$ cat config.mk
export PLATFORM = sky130hd
export DESIGN_NAME = quiz_key_debounce
export DESIGN_NICKNAME = d
export VERILOG_FILES = /design/src/rtl/quiz_pkg.sv /design/src/rtl/debounce_ch.sv /design/src/rtl/quiz_key_debounce.sv
export SDC_FILE = /design/constraint.sdc
export NUM_CORES = 1
export LEC_CHECK = 0
export CORE_ASPECT_RATIO = 0.9
export CORE_MARGIN = 5
export CORE_UTILIZATION = 65
export DETAILED_ROUTE_END_ITERATION = 7
export GPL_TIMING_DRIVEN = 0
export PLACE_DENSITY_LB_ADDON = 0.2
export SLEW_MARGIN = 20
export SYNTH_ARGS = -nofsm -noshare
export SYNTH_HDL_FRONTEND = slang
export SYNTH_SLANG_ARGS = --single-unit
$ cat constraint.sdc
create_clock -name clk -period 7.3 [get_ports clk]
set_input_delay 1.095 -clock clk [delete_from_list [all_inputs] [get_ports clk]]
set_output_delay 1.095 -clock clk [all_outputs]
set_load 0.02 [all_outputs]
$ cat src/rtl/quiz_pkg.sv
// Shared constants and helpers for the quiz buzzer input stage.
// Derives the debounce counter limit and width from clock and stable time.
package quiz_pkg;

  localparam int NUM_KEYS = 4;

  function automatic int calc_cnt_max(input int clk_hz, input int debounce_ms);
    return (clk_hz / 1000) * debounce_ms - 1;
  endfunction

  // Bits needed to hold 0..max_val; never less than one bit.
  function automatic int cnt_width(input int max_val);
    int w;
    w = 1;
    while ((1 << w) < (max_val + 1)) begin
      w = w + 1;
    end
    return w;
  endfunction

endpackage

$ cat src/rtl/debounce_ch.sv
// One debounce channel: synchroniser chain, stable level register and
// saturating stability counter, with a registered 0->1 pulse.
module debounce_ch
  import quiz_pkg::*;
#(
  parameter int SYNC_STAGES = 2,
  parameter int CNT_MAX     = 3,
  parameter bit INVERT      = 1'b0
) (
  input  logic clk,
  input  logic rst,
  input  logic raw,
  output logic level,
  output logic rise
);

  localparam int CNT_W = cnt_width(CNT_MAX);

  logic                   raw_i;
  logic                   s;
  logic [SYNC_STAGES-1:0] sync_q, sync_d;
  logic                   q_q, q_d;
  logic                   rise_q, rise_d;
  logic [CNT_W-1:0]       cnt_q, cnt_d;

  // Active-low keys are inverted up front so every flop idles at 0.
  assign raw_i = INVERT ? ~raw : raw;
  assign s     = sync_q[SYNC_STAGES-1];

  always_comb begin
    sync_d = {sync_q[SYNC_STAGES-2:0], raw_i};
    q_d    = q_q;
    cnt_d  = '0;
    rise_d = 1'b0;
    // The counter saturates at CNT_MAX and the new level is taken on that same edge.
    if (s != q_q) begin
      if (cnt_q == CNT_W'(CNT_MAX)) begin
        q_d    = s;
        rise_d = s;
      end else begin
        cnt_d = cnt_q + 1'b1;
      end
    end
  end

  always_ff @(posedge clk or posedge rst) begin
    if (rst) begin
      sync_q <= '0;
      q_q    <= 1'b0;
      cnt_q  <= '0;
      rise_q <= 1'b0;
    end else begin
      sync_q <= sync_d;
      q_q    <= q_d;
      cnt_q  <= cnt_d;
      rise_q <= rise_d;
    end
  end

  assign level = q_q;
  assign rise  = rise_q;

endmodule

$ cat src/rtl/quiz_key_debounce.sv
// Input conditioning for the four-player quiz buzzer: four active-low keys
// and the start switch, each debounced into a clean level plus press pulse.
module quiz_key_debounce
  import quiz_pkg::*;
#(
  parameter int CLK_HZ      = 12_000_000,
  parameter int DEBOUNCE_MS = 20,
  parameter int SYNC_STAGES = 2
) (
  input  logic                clk,
  input  logic                rst,
  input  logic [NUM_KEYS-1:0] key_n,
  input  logic                start_sw,
  output logic [NUM_KEYS-1:0] k,
  output logic [NUM_KEYS-1:0] k_press,
  output logic                start,
  output logic                start_rise
);

  localparam int CNT_MAX = calc_cnt_max(CLK_HZ, DEBOUNCE_MS);

  // Channels are fully independent; simultaneous presses give simultaneous pulses.
  for (genvar i = 0; i < NUM_KEYS; i++) begin : g_key
    debounce_ch #(
      .SYNC_STAGES(SYNC_STAGES),
      .CNT_MAX    (CNT_MAX),
      .INVERT     (1'b1)
    ) u_ch (
      .clk  (clk),
      .rst  (rst),
      .raw  (key_n[i]),
      .level(k[i]),
      .rise (k_press[i])
    );
  end

  debounce_ch #(
    .SYNC_STAGES(SYNC_STAGES),
    .CNT_MAX    (CNT_MAX),
    .INVERT     (1'b0)
  ) u_start (
    .clk  (clk),
    .rst  (rst),
    .raw  (start_sw),
    .level(start),
    .rise (start_rise)
  );

endmodule

==> summary.txt <==
STA
  • Setup skew after layout: 0.0119 ns
  • Number of setup violations in the final report: 0
  • Highest clock rate: 387 MHz
  • Worst Max-Slew Pin Slew: 0.520 ns
  • Total count of max-transition violations in the final report: 0
  • Aggregate negative setup slack: 0 ns
  • Time the final worst path needs with I/O delays and setup: 2.59 ns
  • Worst slew margin relative to its limit: 64.9%
  • Final hold violations: 0
  • Setup repair after global routing missed its margin: no
  • Part of the cycle the worst path needs: 35.4%

Die
  • Die outline area: 9910 um2
  • Row count: 31
  • Initial core utilization: 65.5%
  • Die width: 104 um
  • I/O pins: 17
  • Die height: 94.9 um
  • Core region area: 7950 um2

Logic synthesis
  • Compound-Gate Fraction of Synth Area: 5.21%
  • Average footprint of a synthesized cell: 10.2 um2
  • Syn Std Cell Area: 5210 um2
  • Number of enable-type register cells in the synthesized netlist: 0
  • Synthesized flop and latch total: 110
  • Main combinational cell family by area after synthesis: simple AND/OR/NAND/NOR gates
  • Yosys warning count: 0
  • Most used flip-flop cell after synthesis: dfrtp_1
  • Multiplexer area fraction after synthesis: 1.08%
  • Proportion of synthesized flip-flops having asynchronous set or reset: 100%
  • Sequential area share after synthesis: 52.8%
  • Arithmetic-cell share of the synthesized area counting full adders, half adders and majority gates: 1.20%
  • Gate Count Post-Synth: 509
  • Simple-gate area share of the yosys netlist: 24.9%
  • Xor-xnor portion of the synthesized cell area: 11.4%
  • Library cells used by synthesis: 41
  • Post-synthesis net count: 521

Place
  • Dpl hpwl: 6590 um
  • Port bufs: 16
  • Gpl congestion: 0.832
  • Cell total after placement: 625

Clock tree
  • Clock-pin slew of the registers on the worst-case setup and hold paths: 0.10 ns
  • Inserted Clock Buffers: 9
  • Root buffer cell: clkbuf_8
  • Post-cts hold buffer count: 0
  • Insertion delay to the later sink of the worst-skew pair: 0.36 ns
  • Maximum clock path buffer count: 2
  • Clock sink count: 110
  • H-tree Lvls: 3
  • Post-CTS resize count: 0
  • TritonCTS clock tree: yes
  • Post-CTS setup buffer count: 0

Drt
  • Antenna viol nets, final: 0
  • Remaining routing DRC violations: 0
  • Vias per inst: 5.96
  • WL per Instance: 14.8 um
  • Final routed wirelength across all metal layers: 9490 um
  • Via count: 3818
  • First DRT Iteration DRCs: 162
  • Number of detailed-route iterations in the first pass: 7

Layout
  • Number of nets at the end of the flow: 549
  • Share of post-route cells with drive strength above 1: 8.86%
  • Core Util, Final: 72.1%
  • Inserted Diodes: 0
  • P&R area growth vs syn: 10.0%
  • Finished Layout Cells: 641
  • Count of filler cells inserted in the layout: 580
  • Most frequent cells in the layout: dfrtp_1, nor2_1, xnor2_1, nand3_1, xor2_1
  • Most common library cell in the layout ignoring fill and taps: dfrtp_1

Power
  • Internal power consumption: 0.805 mW
  • Worst voltage drop across the vdd grid: 0.126 mV
  • Pleak: 2.34 nW
  • Proportion of power drawn by combinational gates: 4.1%
  • P_sw: 0.240 mW
  • Power per cell area: 182 nW/um2
  • Total power: 1.04 mW
  • Switching share of power: 22.9%
  • Clock group share of total power: 35.8%
  • Part of the power in registers: 60.0%

Worst setup path
  • Critical path endpoint category: primary output
  • Highest net fanout along the worst path: 4
  • WP data arrival: 1.49 ns
  • Worst setup SP type: flop
  • Required @ worst endpoint: 6.20 ns
  • Worst Path Class, Setup: reg -> out

Global route
  • Number of global-route vias before repair: 3755
  • Met2 Usage GRT: 34.6%
  • Number of antenna violations at the first check in global routing: 0
  • GR met1 Demand/Resource: 27.6%
  • GRT met3 Usage: 4.03%
  • Global-route wire length before repair: 17100 um
  • Global Route Usage Sum: 20.9%
  • Total congestion overflow after global routing: 0
  • Most utilized layer in the global route result: met2
  • Largest net degree at the start of global routing: 82

Worst hold path
  • Min-delay worst type: reg -> reg

Outcome
  • Run status: finished clean

Job
  • Max-cap check violation count: 0
-- state kept, by name (all words and copies together) (netlist names) --
register,cells
u_start.rise,1
g_key.u_ch.level,4
u_start.cnt_q,18
g_key.u_ch.rise,4
u_start.sync_q,2
g_key.u_ch.sync_q,8
g_key.u_ch.cnt_q,72
u_start.level,1
-- synth_stat cells, types with 7 or more instances --
library cell | n | area share [%]
o21ai_0 | 7 | 0.67
nand3_1 | 32 | 3.1
inv_1 | 19 | 1.4
xor2_1 | 31 | 5.2
nand2_1 | 29 | 2.1
nor4_1 | 15 | 1.8
a21oi_1 | 14 | 1.3
dfrtp_1 | 110 | 53
or4_1 | 8 | 1.2
or3_1 | 10 | 1.2
buf_4 | 9 | 1.3
nor2_1 | 84 | 6.1
and4_1 | 13 | 2.2
xnor2_1 | 37 | 6.2
nand4_1 | 20 | 2.4
nor3_1 | 11 | 1.1
-- area by class of cell --
type	count	area, um2	area share (%)
Clock buffer	11	141	2.47
Sequential cell	110	2750	48.0
Tap cell	99	124	2.16
Clock inverter	5	63.8	1.11
Timing Repair Buffer	17	188	3.28
Buffer	18	104	1.81
Inverter	19	76.3	1.33
Multi-Input combinational cell	362	2280	39.8
-- cell families after synthesis --
kind of cell / Yosys count
AND/OR/NAND/NOR: 245
flip-flops: 110
XOR/XNOR: 68
AO/OA/AOI/OAI: 39
buffers and inverters: 37
multiplexers: 5
adder cells (fa/ha/maj): 5
-- routing by layer --
metal  vias up  part of all wire [%]
met4         0                   1.7
met5         -                     0
met3        17                   3.8
met2        87                    49
met1      1888                    46
li1       1826                     -
-- power by group through the flow --
| stage | combinational, mW | sequential, mW | clock, mW |
|---|---|---|---|
| after CTS | 0.0443 | 0.628 | 0.383 |
| final | 0.0431 | 0.627 | 0.374 |
| after floorplan | 0.0301 | 0.638 | 0 |
| after detailed placement | 0.0443 | 0.640 | 0 |
| after global placement | 0.0404 | 0.639 | 0 |
| after global routing | 0.0504 | 0.630 | 0.414 |
-- metrics by stage --
step / setup slack, ns / hold WS (ns) / cell area, um2
finish: 4.71 / 0.360 / 5730
global route: 4.64 / 0.376 / 5730
CTS: 4.69 / 0.364 / 5730
detailed placement: 5.08 / 0.344 / 5530
global placement: 1.89 / 0.333 / 5490
floorplan: 3.30 / 0.331 / 5210
-- final timing paths --
kind	startpoint	end	depth (start not counted)	slack (ns)
min in group asynchronous	rst	g_key[2].u_ch.sync_q[0]	2	1.05
min	g_key[3].u_ch.sync_q[0]	g_key[3].u_ch.sync_q[1]	0	0.36
max in group asynchronous	rst	u_start.cnt_q[11]	3	5.58
max reg2reg	g_key[2].u_ch.cnt_q[0]	g_key[2].u_ch.cnt_q[7]	7	5.06
min reg2reg	g_key[3].u_ch.sync_q[0]	g_key[3].u_ch.sync_q[1]	0	0.36
max	g_key[1].u_ch.level	k[1]	2	4.71
-- worst max-delay path, cell delays in order, from the launching register on --
cell             delay, ns
dfrtp_1               0.42
buf_4                 0.12
clkdlybuf4s50_1       0.59
(Power assumes the default switching activity.)
